**config.mk**
```make
export PLATFORM = sky130hd
export DESIGN_NAME = seq_unsi_div_16by8
export DESIGN_NICKNAME = d
export VERILOG_FILES = /design/src/rtl/seq_div_pkg.sv /design/src/rtl/seq_unsi_div_16by8_div_step.sv /design/src/rtl/seq_unsi_div_16by8.sv
export SDC_FILE = /design/constraint.sdc
export NUM_CORES = 1
export LEC_CHECK = 0
export CORE_MARGIN = 2
export CORE_UTILIZATION = 54
export CTS_CLUSTER_SIZE = 25
export DETAILED_ROUTE_END_ITERATION = 16
export GPL_ROUTABILITY_DRIVEN = 0
export PLACE_DENSITY_LB_ADDON = 0.12
export SLEW_MARGIN = 15
export SYNTH_ARGS = -nofsm -noshare
export SYNTH_HDL_FRONTEND = slang
export SYNTH_SLANG_ARGS = --single-unit
```
**constraint.sdc**
```tcl
create_clock -name clk -period 2.98 [get_ports clk]
set_input_delay 0.596 -clock clk [delete_from_list [all_inputs] [get_ports clk]]
set_output_delay 0.596 -clock clk [all_outputs]
set_load 0.005 [all_outputs]
```
**src/rtl/seq_div_pkg.sv**
```systemverilog
// Shared definitions for the sequential restoring divider.
//   DW_DEF      : default divisor/quotient/remainder width
//   div_state_t : controller states
//   QUO_SAT_ALL : all-ones source for the saturated quotient (sliced to DW)
package seq_div_pkg;

  localparam int DW_DEF = 8;

  typedef enum logic [1:0] {
    IDLE = 2'd0,
    CALC = 2'd1,
    DONE = 2'd2
  } div_state_t;

  // Wide enough for any practical DW; users slice the low DW bits.
  localparam logic [31:0] QUO_SAT_ALL = 32'hFFFF_FFFF;

endpackage

```
**src/rtl/seq_unsi_div_16by8_div_step.sv**
```systemverilog
// One combinational restoring-division step.
//   p_i   [DW:0]   partial remainder entering the step
//   bit_i          next dividend bit shifted into the partial remainder
//   div_i [DW-1:0] divisor
//   p_o   [DW:0]   partial remainder leaving the step
//   q_o            quotient bit produced by this step
module div_step #(
  parameter int DW = 8
) (
  input  logic [DW:0]   p_i,
  input  logic          bit_i,
  input  logic [DW-1:0] div_i,
  output logic [DW:0]   p_o,
  output logic          q_o
);

  logic [DW:0] t_s;

  assign t_s = {p_i[DW-1:0], bit_i};

  // Trial subtraction; keep the difference when it does not go negative.
  // A set p_i[DW] means the true shifted value exceeds DW+1 bits and is
  // therefore certainly >= divisor; the modular difference is still exact.
  always_comb begin
    p_o = t_s;
    q_o = 1'b0;
    if (p_i[DW] || (t_s >= {1'b0, div_i})) begin
      p_o = t_s - {1'b0, div_i};
      q_o = 1'b1;
    end else begin
      p_o = t_s;
      q_o = 1'b0;
    end
  end

endmodule

```
**src/rtl/seq_unsi_div_16by8.sv**
```systemverilog
// Sequential radix-2 restoring unsigned divider, 2*DW / DW -> DW quotient
// and DW remainder, one quotient bit per cycle.
//   clk, rst               clock, asynchronous active-high reset
//   in_valid/in_ready      operand handshake (dividend, divisor)
//   out_valid/out_ready    result handshake (quotient, remainder, dz, ovf)
//   dz                     divisor was zero (quotient saturated)
//   ovf                    quotient would not fit in DW bits (saturated)
module seq_unsi_div_16by8
  import seq_div_pkg::*;
#(
  parameter int DW = DW_DEF,
  parameter int CW = $clog2(DW + 1)
) (
  input  logic            clk,
  input  logic            rst,
  input  logic            in_valid,
  output logic            in_ready,
  input  logic [2*DW-1:0] dividend,
  input  logic [DW-1:0]   divisor,
  output logic            out_valid,
  input  logic            out_ready,
  output logic [DW-1:0]   quotient,
  output logic [DW-1:0]   remainder,
  output logic            dz,
  output logic            ovf
);

  localparam logic [DW-1:0] QUO_SAT  = QUO_SAT_ALL[DW-1:0];
  localparam logic [CW-1:0] CNT_LAST = CW'(DW - 1);

  div_state_t    state_q, state_d;
  logic [DW:0]   p_q, p_d;
  logic [DW-1:0] lo_q, lo_d;
  logic [DW-1:0] quo_q, quo_d;
  logic [CW-1:0] cnt_q, cnt_d;
  logic [DW-1:0] div_q, div_d;
  logic [DW-1:0] quotient_q, quotient_d;
  logic [DW-1:0] remainder_q, remainder_d;
  logic          dz_q, dz_d;
  logic          ovf_q, ovf_d;

  logic [DW:0]   step_p_s;
  logic          step_q_s;

  div_step #(.DW(DW)) u_step (
    .p_i   (p_q),
    .bit_i (lo_q[DW-1]),
    .div_i (div_q),
    .p_o   (step_p_s),
    .q_o   (step_q_s)
  );

  assign in_ready  = (state_q == IDLE);
  assign out_valid = (state_q == DONE);
  assign quotient  = quotient_q;
  assign remainder = remainder_q;
  assign dz        = dz_q;
  assign ovf       = ovf_q;

  // Next-state and datapath update for the divider controller.
  always_comb begin
    state_d     = state_q;
    p_d         = p_q;
    lo_d        = lo_q;
    quo_d       = quo_q;
    cnt_d       = cnt_q;
    div_d       = div_q;
    quotient_d  = quotient_q;
    remainder_d = remainder_q;
    dz_d        = dz_q;
    ovf_d       = ovf_q;
    case (state_q)
      IDLE: begin
        if (in_valid) begin
          div_d = divisor;
          if (divisor == {DW{1'b0}}) begin
            dz_d        = 1'b1;
            ovf_d       = 1'b0;
            quotient_d  = QUO_SAT;
            remainder_d = dividend[DW-1:0];
            state_d     = DONE;
          end else if (dividend[2*DW-1:DW] >= divisor) begin
            // High half already >= divisor: quotient cannot fit in DW bits.
            dz_d        = 1'b0;
            ovf_d       = 1'b1;
            quotient_d  = QUO_SAT;
            remainder_d = dividend[DW-1:0];
            state_d     = DONE;
          end else begin
            p_d     = {1'b0, dividend[2*DW-1:DW]};
            lo_d    = dividend[DW-1:0];
            quo_d   = {DW{1'b0}};
            cnt_d   = {CW{1'b0}};
            state_d = CALC;
          end
        end else begin
          state_d = IDLE;
        end
      end
      CALC: begin
        p_d   = step_p_s;
        lo_d  = {lo_q[DW-2:0], 1'b0};
        quo_d = {quo_q[DW-2:0], step_q_s};
        cnt_d = cnt_q + {{(CW-1){1'b0}}, 1'b1};
        if (cnt_q == CNT_LAST) begin
          quotient_d  = {quo_q[DW-2:0], step_q_s};
          remainder_d = step_p_s[DW-1:0];
          dz_d        = 1'b0;
          ovf_d       = 1'b0;
          state_d     = DONE;
        end else begin
          state_d = CALC;
        end
      end
      DONE: begin
        if (out_ready) begin
          state_d = IDLE;
        end else begin
          state_d = DONE;
        end
      end
      default: begin
        state_d = IDLE;
      end
    endcase
  end

  // State and datapath registers; reset aborts any operation in flight.
  always_ff @(posedge clk or posedge rst) begin
    if (rst) begin
      state_q     <= IDLE;
      p_q         <= {(DW+1){1'b0}};
      lo_q        <= {DW{1'b0}};
      quo_q       <= {DW{1'b0}};
      cnt_q       <= {CW{1'b0}};
      div_q       <= {DW{1'b0}};
      quotient_q  <= {DW{1'b0}};
      remainder_q <= {DW{1'b0}};
      dz_q        <= 1'b0;
      ovf_q       <= 1'b0;
    end else begin
      state_q     <= state_d;
      p_q         <= p_d;
      lo_q        <= lo_d;
      quo_q       <= quo_d;
      cnt_q       <= cnt_d;
      div_q       <= div_d;
      quotient_q  <= quotient_d;
      remainder_q <= remainder_d;
      dz_q        <= dz_d;
      ovf_q       <= ovf_d;
    end
  end

endmodule

```
==> Word-level counts from Yosys, hierarchy flattened <==
Index checks and enable logic that the tools add are counted.
{ "word_totals": {"wordCells": 72, "register_bits": 56, "n_memories": 0, "out_inout_bits": 20, "mem_bits_ro": 0, "latch_bits": 0, "mem_bits_rw": 0} }
{ "classes": {"addsub": 2, "magnitude_cmp": 2, "multipliers": 0, "reduce_logical": 7, "bitwise": 0, "div_mod_pow": 0, "n_shift": 0, "eq_ne": 8, "muxes": 43} }
{ "ops": {"columns": ["operator", "n"], "rows": [
  ["$mux 8", 11],
  ["$pmux 8 s2", 3],
  ["$mux 9", 4],
  ["$mux 7", 3],
  ["$pmux 9 s2", 1],
  ["$pmux 7 s2", 1],
  ["$mux 4", 3],
  ["$mux 2", 5],
  ["$ge 9x8->1", 1],
  ["$sub 9x8->9", 1],
  ["$ge 8x8->1", 1],
  ["$logic_not 8->1", 1],
  ["$mux 1", 8],
  ["$ne 2x2->1 const B", 4],
  ["$pmux 4 s2", 1],
  ["$reduce_and 4->1", 2],
  ["$pmux 2 s3", 1],
  ["$add 4x1->4 const B", 1],
  ["$eq 4x3->1 const B", 1],
  ["$pmux 1 s2", 2],
  ["$ne 3x1->1 const B", 1],
  ["$eq 2x1->1 const B", 1],
  ["$eq 2x2->1 const B", 1],
  ["$logic_not 2->1", 1],
  ["3 further kinds", 3]
]} }

==> Logic depth before layout (Yosys ltp) <==
Gate-level depths: netlist of the first run.
{ "depth": {"depth_word": 5, "ltp_mapped": 10} }

==> Hierarchy <==
A second synthesis of the first run with hierarchy kept.
{ "unflattened": {"cells_unflattened": 335, "area_unflattened_um2": 3178.0} }
{ "by_module_without_submodules": {"columns": ["module", "cells_per_inst", "instances", "area_each_um2"], "rows": [
  ["seq_unsi_div_16by8", 260, 1, 2642.5],
  ["div_step", 75, 1, 535.5]
]} }

==> Worst setup path before layout of the first run <==
OpenSTA, ideal clock, no wires.
{ "synth_timing": {"path_type": "input to register", "from": "input divisor[5]", "to": "register lo_q[1]", "setup_slack_ns": 0.660, "path_stages": 9, "t_arrival_ns": 2.193, "path_cell_list": "inv_1 > ha_1 > a2111oi_1 > nor3_2 > nand2_1 > a41oi_2 > clkbuf_1 > a222oi_1 > inv_1"} }
{ "synth_between": {"elab_chain_len": 3, "word_cells_on_any_way": 5, "classes_between": "1 x order compare; 2 x eq/ne; 2 x reduce/logical"} }
{ "synth_lines": {"columns": ["element", "line", "rtl"], "rows": [
  ["start: declaration", "seq_unsi_div_16by8.sv:19", "input logic [DW-1:0] divisor,"],
  ["$ge 8x8->1 / $logic_not 8->1 (equally long branches)", "seq_unsi_div_16by8.sv:82, seq_unsi_div_16by8.sv:76", null],
  ["$ne 2x2->1 (no line)", null, null],
  ["$reduce_and 4->1 (no line) *", null, null],
  ["end signal: assignment", "seq_unsi_div_16by8.sv:133", "lo_q <= {DW{1'b0}};"],
  ["end signal: assignment", "seq_unsi_div_16by8.sv:144", "lo_q <= lo_d;"],
  ["end: declaration", "seq_unsi_div_16by8.sv:33", "logic [DW-1:0] lo_q, lo_d;"]
]} }
Every way passes the cells marked *; elsewhere a longest branch is shown, timed or not.
A chain may end at the register's enable or synchronous reset.

==> Worst setup path in the final report of the first run <==
{ "layout_timing": {"from": "input divisor[5]", "to": "register lo_q[6]"} }
Same word-level chain as after synthesis.

==> metrics, run 1 <==
number of hold buffers added after cts=0; most used flip-flop cell after synthesis=sky130_fd_sc_hd__dfrtp_1; total overflow reported by the global router=0; number of vias per cell after detailed routing=~6; area added between synthesis and finish=21.2%; post-layout instance count excluding filler cells=456; Pre-Repair DR Iteration Count=5; synthesized net count=382; maximum number of pins on one net before global-route repair=57; Setup CP Type=input port to flip-flop; Max stage delay on crit path=0.49 ns; EDFF count, synth=0; CP most frequent cell=sky130_fd_sc_hd__inv_1; number of nets still failing antenna checks after routing=0; Synth Area per Inst=a little over 9 sq um; initial antenna violation count=0; worst-case vdd ir drop=0.000795 V; Seq/Total Area, Yosys=0.448; Clk network pwr share=0.096; path type of the worst min-delay path=flip-flop to flip-flop; antenna cells=0; number of standard cells after synthesis=roughly 340; routed wire length=7430 microns; cts repair resizes=0; sequential cell fraction of total power=0.306; combinational power share=0.598; area of the multi-input gates=roughly 0.0015 sq mm; H-tree levels=2; max-capacitance violation count=0; buffer and inverter count on the worst path=4; area enclosed by the die boundary=around 0.0064 sq mm; layout cells sized above 1=0.0859; number of CTS-inserted buffers=5; Worst path top cell family by delay=compound AO/OA/AOI/OAI gates; synthesized area=0.00313 sq mm; DR WL/cell=around 16 microns; Fin Clk Skew=approximately 0.0058 ns; total negative setup slack=0 ns; cell at the root of the clock tree=sky130_fd_sc_hd__clkbuf_8; buffers added on ports=47; Pwr per Cell Area=1150 mW/mm^2; endpoint class of the critical path=flip-flop; crit path cell chain=clkdlybuf4s50_1, inv_1, ha_1, a2111oi_1, nor3_2, nand2_1, a41oi_2, buf_4, a222oi_1, inv_1; minimum clock period=between 2 and 3 ns; run status=finished, final reports clean; nature of the critical path startpoint=input port; Slew headroom=0.535; most numerous cell in the Yosys netlist=sky130_fd_sc_hd__dfrtp_1; area share of the largest cell type after synthesis=0.448; number of buffers inserted to repair setup after CTS=0; peak clock frequency supported by timing=0.378 GHz; warnings from Yosys=0; number of global-route vias before repair=2694; worst-skew pair later-pin latency=0.31 ns; Post-synth top cells=sky130_fd_sc_hd__dfrtp_1 (56), sky130_fd_sc_hd__nor2_1 (34), sky130_fd_sc_hd__inv_1 (31); Critical Path RT=3.17 ns; pins over their slew limit=0; placeable core region=around 0.0055 sq mm; Switching Power=approximately 0.0019 W; final hold viol count=0; Leak=around 1.7 nW; Chip Height=80.1 microns; worst hold-check slack=0.518 ns; DR DRC count=0; clock tree from TritonCTS=done; # setup viols final=0; arrival time worst endpoint=about 2.8 ns; initial core utilization=0.564; number of fill cells in the layout=484; I/O pin count=48; Critical Path Slowest Stage Cell=sky130_fd_sc_hd__a2111oi_1; Post-layout nets=429; crit path max fanout=21; switching share of power=0.441; #FFs+latches synth=56; clock edge transition at the registers on the reported setup and hold paths=approximately 0.1 ns; post-DP HPWL=5470 microns; cell type with the largest total area after synthesis=sky130_fd_sc_hd__dfrtp_1; Distinct cells, synth=54; Chip Width=80.1 microns; transition at the pin with the smallest max-transition slack=roughly 0.70 ns; Seq. cell area=roughly 0.0014 sq mm; drt initial violations=between 200 and 250; internal power summed over all cells=0.00243 W; number of clock sinks=56; largest cells by area after synthesis=sky130_fd_sc_hd__dfrtp_1 (45%), sky130_fd_sc_hd__ha_1 (6.8%), sky130_fd_sc_hd__a21oi_1 (4.3%); global-route wire length before repair=12700 microns; final worst path period share=0.889; async set-reset flop share out of synthesis=1.00; routed vias=2688; GR Util All Layers=0.253; # rows=27; unrepaired setup endpoints after global routing=false; total power draw=0.00435 W; Cell Count Post-Placement=448; number of buffers on the longest clock path=2
[area by class of cell]
class | count | share of cell area
clock inverter | 2 | 0.00429
sequential | 56 | 0.370
tap | 72 | 0.0238
inverter | 31 | 0.0307
timing repair buffer | 60 | 0.153
clock buffer | 6 | 0.0191
multi-input combinational | 229 | 0.399
[per-layer routing]
metal  wire length (microns)  track usage
met3                     378       0.0438
met5                       0            0
met4                     156       0.0746
met2                    3450        0.404
met1                    3440        0.356
[state kept, by name (all words and copies together) (netlist names)]
signal     flops
p_q            9
div_q          8
lo_q           8
quotient       8
remainder      8
quo_q          7
cnt_q          4
state_q        2
dz             1
ovf            1
[worst paths after layout]
path	depth (start not counted)	slack, ns	start	endpoint
max in group asynchronous	3	1.71	rst	state_q[0]
setup / recovery	10	0.33	divisor[5]	lo_q[6]
hold reg to reg	1	0.52	quo_q[6]	quo_q[6]
min in group asynchronous	3	0.80	rst	quotient[4]
hold / removal	1	0.52	quo_q[6]	quo_q[6]
setup reg to reg	6	0.56	p_q[4]	remainder[4]
[cell families after synthesis]
| kind of cell | share of synthesized area |
|---|---|
| AO/OA/AOI/OAI | 0.251 |
| adder cells (fa/ha/maj) | 0.0744 |
| buffers and inverters | 0.0692 |
| flip-flops | 0.448 |
| multiplexers | 0.00640 |
| AND/OR/NAND/NOR | 0.150 |
[cell usage in the layout, fill, tap and decap left out, drive strengths merged, types with 4 or more instances in the layout]
master,netlist,layout
dfrtp,56,56
clkdlybuf4s50,0,47
nor2,34,34
inv,31,31
nand2,30,30
a21oi,27,27
o21ai,23,23
ha,17,17
buf,10,13
nor2b,8,8
a22o,7,7
a222oi,7,7
a31oi,7,7
clkbuf,10,6
a211oi,5,5
nand2b,4,4
o211ai,4,4
a2bb2oi,4,4
nor3,4,4
a2111oi,4,4
[power by group through the flow]
stage	clock (W)	sequential [W]	combinational, W
after detailed placement	0	0.00134	0.00257
after floorplan	0	0.00129	0.00182
final	0.000416	0.00133	0.00260
after global routing	0.000454	0.00137	0.00290
after CTS	0.000423	0.00132	0.00259
after global placement	0	0.00133	0.00252
[per-stage QoR]
| stage | util | area [sq um] | setup WS, ns |
|---|---|---|---|
| 6_report | 0.684 | 3790 | 0.331 |
| 2_1_floorplan | - | 3130 | 0.660 |
| 5_1_grt | 0.684 | 3790 | 0.120 |
| 4_1_cts | 0.684 | 3790 | 0.359 |
| 3_5_place_dp | 0.668 | 3700 | 0.0182 |
| 3_3_place_gp | 0.668 | 3700 | 0.0865 |
(Power assumes the default switching activity.)
==> run 2, diff against run 1 <==
Settings changed: PLACE_DENSITY set to 0.8, PLACE_DENSITY_LB_ADDON 0.12 to not set.
==> run 2 against run 1 <==
  * Critical path type unchanged
  * Highest routed layer unchanged
  * Clock power rose by 6.3%
  * Sequential share of layout area about the same
  * Core utilization about the same
  * Die area stayed put
  * Combinational power is essentially flat
  * Maximum frequency down 1.0%
  * Sequential power about the same
  * Routed wire length is 2.7% higher
  * Non-clock buffer count is 3 lower
  * Count of clock-buffer cells in the layout shrank 1
  * Design area barely moved
  * Hold slack got worse by 0.012 ns
==> metrics, run 2 (synthesized netlist as in run 1, its figures left out) <==
run status=finished, final reports clean; buffers added on ports=47 (unchanged); Chip Height=80.1 microns (unchanged); routed wire length=7630 microns (+2.7%); slack of the worst reg-to-reg path=0.53 ns (-0.03 ns); Worst Reg-to-Reg Cells=6 (unchanged); area enclosed by the die boundary=0.00642 sq mm (unchanged); Slew headroom=0.551 (+0.0154); Max stage delay on crit path=0.48 ns (about the same); peak clock frequency supported by timing=0.374 GHz (-1.0%); register name with the most flops=p_q; most used cells in the layout excluding fill and tap cells=sky130_fd_sc_hd__dfrtp_1 (56), sky130_fd_sc_hd__clkdlybuf4s50_1 (47), sky130_fd_sc_hd__nor2_1 (34); startpoint of the lowest-slack hold path=lo_q[0]; Reg-to-Reg Start=p_q[4]; area added between synthesis and finish=21.2% (about the same); final worst path period share=0.898 (+0.00939); crit path cell chain=clkdlybuf4s50_1, inv_1, ha_1, a2111oi_0, o21ai_1, nand2_1, a41oi_2, buf_4, a222oi_1, inv_1; initial antenna violation count=0 (unchanged); cts repair resizes=0 (unchanged); Pre-Repair DR Iteration Count=5 (unchanged); unrepaired setup endpoints after global routing=false; number of nets still failing antenna checks after routing=0 (unchanged); antenna cells=0 (unchanged); DR WL/cell=16.8 microns (+3.4%); cell count of the worst hold path=2 (+1); number of global-route vias before repair=2665 (-1.1%); pins over their slew limit=0 (unchanged); crit path max fanout=13 (-38%); CP most frequent cell=sky130_fd_sc_hd__inv_1; total negative setup slack=0 ns (unchanged); Critical Path RT=3.18 ns (about the same); clock tree from TritonCTS=done; Chip Width=80.1 microns (unchanged); Largest register FFs=9 (unchanged); Setup CP Type=input port to flip-flop; pre-CTS worst setup slack=-0.0266 ns (-0.0448 ns); most common cell after layout, fill and taps aside=sky130_fd_sc_hd__dfrtp_1; # rows=27 (unchanged); number of buffers inserted to repair setup after CTS=0 (unchanged); number of CTS-inserted buffers=5 (unchanged); GR Util All Layers=0.258 (+0.00513); number of hold buffers added after cts=0 (unchanged); arrival time worst endpoint=2.87 ns (+0.03 ns); post-DP HPWL=5720 microns (+4.5%); transition at the pin with the smallest max-transition slack=0.672 ns (-0.0256 ns); number of fill cells in the layout=465 (-3.9%); layout cells sized above 1=0.0814 (-0.00457); endpoint of the worst register-to-register path=remainder[3]; # setup viols final=0 (unchanged); drt initial violations=305 (+47%); maximum number of pins on one net before global-route repair=33 (-42%); initial core utilization=0.564 (unchanged); H-tree levels=2 (unchanged); global-route wire length before repair=12800 microns (+0.87%); number of vias per cell after detailed routing=5.91 (+0.29%); crit path setup slack, layout=0.303 ns (-0.0280 ns); Fin Clk Skew=0.00697 ns (+0.00115 ns); cell at the root of the clock tree=sky130_fd_sc_hd__clkbuf_8; path type of the worst min-delay path=flip-flop to flip-flop; nature of the critical path startpoint=input port; endpoint class of the critical path=flip-flop; number of buffers on the longest clock path=2 (unchanged); Leak=1.67 nW (about the same); I/O pin count=48 (unchanged); placeable core region=0.00554 sq mm (unchanged); worst-skew pair later-pin latency=0.31 ns (about the same); minimum clock period=2.68 ns (+0.0280 ns); Post-layout nets=426 (-0.70%); routed vias=2678 (-0.37%); clock edge transition at the registers on the reported setup and hold paths=0.11 ns (about the same); final hold viol count=0 (unchanged); total overflow reported by the global router=0 (unchanged); DR DRC count=0 (unchanged); max-capacitance violation count=0 (unchanged); Critical Path Slowest Stage Cell=sky130_fd_sc_hd__clkdlybuf4s50_1; hold endpoint=lo_q[0]; number of clock sinks=56 (unchanged); Pwr per Cell Area=1160 mW/mm^2 (+0.93%); worst-case vdd ir drop=0.000773 V (-2.8%)
## run 2: cell count changes in the layout (fill, tap and decap cells not counted), sizes merged
cell,previous run,this run
clkinvlp,1,0
clkinv,1,0
inv,31,34
buf,13,10
clkbuf,6,5
## run 2: where the power goes
group	switching, W	internal, W
Combinational	0.00144	0.00116
Clock	0.000264	0.000178
Sequential	0.000247	0.00110
Total	0.00195	0.00244
## run 2: worst max path at each step
stage                from       to  slack, ns  cells after the start
6_report       divisor[5]  lo_q[7]       0.30                     10
5_1_grt        divisor[5]  lo_q[6]       0.14                     10
4_1_cts        divisor[5]  lo_q[7]       0.32                     10
3_5_place_dp   divisor[5]  lo_q[5]      -0.03                     10
3_3_place_gp   divisor[5]  lo_q[2]       0.09                     10
2_1_floorplan  divisor[5]  lo_q[1]       0.66                      9
## run 2: layout make-up
class | count | area [sq um] | share of cell area
sequential | 56 | 1400 | 0.370
clock buffer | 5 | 68.8 | 0.0182
tap | 72 | 90.1 | 0.0238
clock inverter | 3 | 28.8 | 0.00760
multi-input combinational | 229 | 1510 | 0.399
inverter | 31 | 116 | 0.0307
timing repair buffer | 57 | 571 | 0.151
## run 2: per-stage QoR
stage,power (W),instances,utilization,area (sq um),hold WS [ns]
2_1_floorplan,0.00311,336,-,3130,0.449
3_3_place_gp,0.00383,445,0.666,3690,0.470
3_5_place_dp,0.00391,445,0.666,3690,0.483
4_1_cts,0.00437,453,0.684,3790,0.509
5_1_grt,0.00474,453,0.684,3790,0.543
6_report,0.00439,453,0.684,3790,0.505
## run 2: critical path: cells and delay by family
kind / cells / cell delay, ns
fa+ha+maj: 1 / 0.30
simple gates: 1 / 0.10
buf+inv: 4 / 0.83
compound gates: 4 / 1.03
## run 2: per-layer routing
metal  vias up  wire length (microns)  global-route usage
met5         -                      0                   0
met3         9                    323              0.0360
li1       1301                      -                   -
met2        73                   3780               0.429
met4         0                     96              0.0780
met1      1295                   3420               0.353
==> patch 1, RTL diff (settings of run 1) <==
`DW_DEF`: 8 -> 16.
--- a/src/rtl/seq_div_pkg.sv
+++ b/src/rtl/seq_div_pkg.sv
@@ -4,7 +4,7 @@
 //   QUO_SAT_ALL : all-ones source for the saturated quotient (sliced to DW)
 package seq_div_pkg;
 
-  localparam int DW_DEF = 8;
+  localparam int DW_DEF = 16;
 
   typedef enum logic [1:0] {
     IDLE = 2'd0,
Ports: changed (resized dividend, divisor, quotient and remainder); port bits go from 48 to 88. No check against the original RTL was run, so the function may have changed too.
==> patch 1 against run 1 <==
  * Critical path depth up 1
  * Global-route usage rose by 2.8 points
  * Sequential share of layout area decreased by 2.9 points
  * Worst setup slack worse by 0.29 ns
  * Register-to-register slack lost 0.52 ns
  * Total power is 110% higher
  * Wire length increased by 110%
  * Sequential power rose by 90%
  * Final area grew 100%
  * Cell count increased by 99%
  * Clock skew is 0.0036 ns higher
  * Synthesized area grew 85%
  * Sequential cell count rose by 49
  * Non-clock buffer count up 90
  * Critical endpoint is now remainder[3]
  * Highest routed layer unchanged
==> patch 1: results (changes against run 1) <==
Placed Cells: 884 (+97%)
Clock slew at reported path FFs: 0.11 ns
DP Worst Slack: -0.144 ns (-0.162 ns)
Post-synth top cells: dfrtp_1 (105), nand2_1 (99), inv_1 (56)
Detailed-router iteration count before antenna repair: 5 (unchanged)
Detailed Place HPWL: 11200 microns (+100%)
Power per standard cell area: 1210 nW/um^2 (+5.6%)
Post-place instance area: 7280 sq um (+97%)
Worst r2r src: div_q[1]
Comb pwr share: 62.4% (+2.6 points)
CP delay by family, top: compound AO/OA/AOI/OAI gates
Largest net degree at the start of global routing: 71 (+25%)
Slowest cell on crit path: or4_4
Critical Path Max Stage Delay: 0.51 ns (+0.02 ns)
CTS Buf Count: 9 (+4)
Syn_nets: 726 (+90%)
Number of H-tree levels: 3 (+1)
Post-Route M1 WL: 6690 microns (+94%)
Setup ws final: 0.0441 ns (-0.287 ns)
Clk_skew: 0.00938 ns (+0.00356 ns)
Later-pin clock latency in the skew report: 0.39 ns (+0.08 ns)
End point of the critical path: remainder[3]
Switch Pwr: 0.00404 W (+110%)
DR iter-0 viols: 262 (+27%)
R2R cell count: 11 (+5)
Mux contribution to synthesized area: 6.73% (+6.1 points)
Filler Cell Count: 756 (+56%)
HP Start: lo_q[0]
Port bufs: 87 (+85%)
Flop pwr share: 27.1% (-3.5 points)
Non-filler cells, final: 906 (+99%)
Met3 wire len: 828 microns (+120%)
Least-Margin Pin Slew: 0.699 ns (+0.00203 ns)
Hold Path Cell Cnt: 2 (+1)
CP Launch Point: div_q[1]
Adder-Cell Fraction of Synth Area: 7.70% (+0.26 points)
Met2 routed WL: 7720 microns (+120%)
Synth top area cells: dfrtp_1 (45%), ha_1 (7.4%), nand2_1 (6.4%)
Hold Path End: lo_q[1]
Status: completed
XOR/XNOR Fraction of Synth Area: 2.12% (+2.1 points)
Max reg flops: 17 (+8)
Via count: 5112 (+90%)
Distinct cells, synth: 46 (-15%)
Setup_tns: 0 ns (unchanged)
Leakage: 3.69 nW (+120%)
Compound-gate portion of the synthesized area: 16.5% (-8.6 points)
Nets@finish: 852 (+99%)
Gr usage total: 28.2% (+2.8 points)
Layout cells sized above 1: 14.7% (+6.1 points)
Worst-path maximum fanout: 8 (-62%)
First-pass GRT wire length: 25100 microns (+98%)
DR WL/cell: 17.2 microns (+5.8%)
Worst vdd ir: 0.00101 V (+28%)
Worst path arrival time: 3.22 ns (+0.38 ns)
YS warnings: 0 (unchanged)
Post-Synthesis Mean Instance Area: 9.05 sq um (-2.8%)
Register area share after synthesis: 45.4% (+0.63 points)
Final hold slack: 0.502 ns (-0.0159 ns)
patch 1: changes by cell type after synthesis, sizes merged, moves of 10 or more:
cell,run 1,this run
nor3,4,19
clkbuf,10,26
inv,31,56
ha,17,34
o21ai,23,49
nand2,30,99
mux2i,2,31
a21oi,27,37
nand3,2,21
dfrtp,56,105
patch 1: cell type report:
class                   count  area (sq um)  area share [%]
repair buffers            150          1480            19.2
well taps                 136           170            2.21
clock buffers               9           124            1.61
flip-flops and latches    105          2630            34.1
clock inverters             7          95.1            1.23
multi-input cells         443          2990            38.9
inverters                  56           214            2.78
patch 1: what timing repair did:
action                     4_1_cts  5_1_grt
hold endpoints to repair         0        0
pin swaps                        5        2
resized for setup               14       17
setup endpoints to repair       27       33
setup buffers                    6        1
patch 1: routing by layer:
metal	track usage [%]	up-vias
met5	0	-
met4	9.62	0
met3	6.36	31
met2	46.8	152
met1	36.5	2473
li1	-	2456
==> patch 2, RTL diff (config.mk and constraints of run 1) <==
Without the edit above. Put one more register stage on the output `ovf`, cleared by the reset. The value now appears one clock later. The other outputs are not delayed to match.
--- a/src/rtl/seq_unsi_div_16by8.sv
+++ b/src/rtl/seq_unsi_div_16by8.sv
@@ -55,7 +55,13 @@
   assign quotient  = quotient_q;
   assign remainder = remainder_q;
   assign dz        = dz_q;
-  assign ovf       = ovf_q;
+  always_ff @(posedge clk or posedge rst) begin
+    if (rst) begin
+      ovf <= '0;
+    end else begin
+      ovf <= ovf_q;
+    end
+  end
 
   // Next-state and datapath update for the divider controller.
   always_comb begin
Behaviour: not the same (Yosys sat finds a counterexample within 4 cycles, from zero or initial values and one cycle with rst high).
==> patch 2 against run 1 <==
  * Worst setup slack got worse by 0.059 ns
  * Non-clock buffer count rose by 1
  * Final area rose by 4.8%
  * Synthesized area rose by 1.1%
  * Largest cell class unchanged
  * Wire length rose by 6.0%
  * Sequential cell count rose by 1
  * Global-route usage rose by 1.2 points
  * Die area rose by 1.0%
  * Total power rose by 11%
==> patch 2: results (changes against run 1) <==
Initial antenna violation count: 0 (unchanged)
CTS Root Cell: clkbuf_8
DR WL/cell: 16.9 microns (+3.9%)
FFs w/ async S/R, synth: 100% (unchanged)
Placed Cells: 450 (+0.45%)
Slowest cell on crit path: o211ai_1
Non-filler cells, final: 465 (+2.0%)
Syn_nets: 383 (+0.26%)
Worst path arrival time: 2.91 ns (+0.07 ns)
Status: completed
Clk_skew: 0.00876 ns (+0.00295 ns)
Clock slew at reported path FFs: 0.06 ns (-0.04 ns)
Worst-path maximum fanout: 7 (-67%)
Gr usage total: 26.5% (+1.2 points)
Post-synthesis cell count: 337 (+0.30%)
Detailed Place HPWL: 5520 microns (+0.77%)
Post-synth top cells: dfrtp_1 (57), nor2_1 (34), inv_1 (31)
Later-pin clock latency in the skew report: 0.33 ns (+0.02 ns)
YS warnings: 0 (unchanged)
Synth top area cells: dfrtp_1 (45%), ha_1 (6.7%), a21oi_1 (4.3%)
CTS Buf Count: 9 (+4)
Worst vdd ir: 0.000737 V (-7.3%)
Post-place instance area: 3760 sq um (+1.7%)
First-pass GRT wire length: 13000 microns (+2.3%)
TritonCTS clock tree: yes
Largest net degree at the start of global routing: 58 (+1.8%)
DR iter-0 viols: 246 (+19%)
Flop2flop setup slack: 0.27 ns (-0.29 ns)
Critical Path Max Stage Delay: 0.52 ns (+0.03 ns)
Routed vias/inst: 5.95 (+0.87%)
Distinct cells, synth: 54 (unchanged)
Register area share after synthesis: 45.1% (+0.31 points)
Final hold slack: 0.399 ns (-0.119 ns)
Vias in the first global route: 2654 (-1.5%)
Number of H-tree levels: 3 (+1)
Nets@finish: 435 (+1.4%)
Type of the most critical hold path: reg2reg
Layout cells sized above 1: 10.9% (+2.3 points)
Least-Margin Pin Slew: 0.585 ns (-0.112 ns)
Leakage: 1.76 nW (+5.6%)
-- patch 2: kinds of logic after synthesis --
group           count (synthesis)  share of synthesized area (%)
fa+ha+maj                      18                           7.36
compound gates                112                           25.0
mux                             2                          0.633
simple gates                   97                           14.9
buf+inv                        51                           6.97
flops                          57                           45.1
-- patch 2: through the flow --
step / setup slack, ns / utilization, %
finish: 0.273 / 71.2
global route: 0.160 / 71.2
CTS: 0.296 / 71.2
detailed placement: 0.0326 / 67.5
global placement: 0.135 / 67.5
floorplan: 0.709 / -
-- patch 2: area by class of cell --
class / instances / area, sq um
Fill cell: 429 / 1600
Inverter: 31 / 116
Clock buffer: 9 / 124
Multi-Input combinational cell: 229 / 1520
Clock inverter: 6 / 83.8
Tap cell: 72 / 90.1
Timing Repair Buffer: 61 / 613
Sequential cell: 57 / 1430
-- patch 2: worst paths after layout --
check,cells after the start,startpoint,end
min,0,ovf_q,ovf
max reg2reg,9,div_q[1],p_q[5]
min in group asynchronous,3,rst,quotient[7]
max,9,div_q[1],p_q[5]
min reg2reg,0,ovf_q,ovf
max in group asynchronous,3,rst,p_q[5]
-- patch 2: metal layers --
layer | share of wire [%] | wire (microns) | vias up | global-route usage [%]
met3 | 5.4 | 429 | 23 | 5.28
met1 | 45 | 3520 | 1310 | 36.7
met5 | 0 | 0 | - | 0
met2 | 47 | 3720 | 108 | 40.3
li1 | - | - | 1324 | -
met4 | 2.5 | 198 | 0 | 11.9
-- patch 2: where the power goes --
| part | leakage [nW] | total (W) | switching [W] | internal (W) |
|---|---|---|---|---|
| sequential | 0.681 | 0.00136 | 0.000240 | 0.00112 |
| clock | 0.109 | 0.000766 | 0.000303 | 0.000463 |
| combinational | 0.972 | 0.00269 | 0.00148 | 0.00121 |
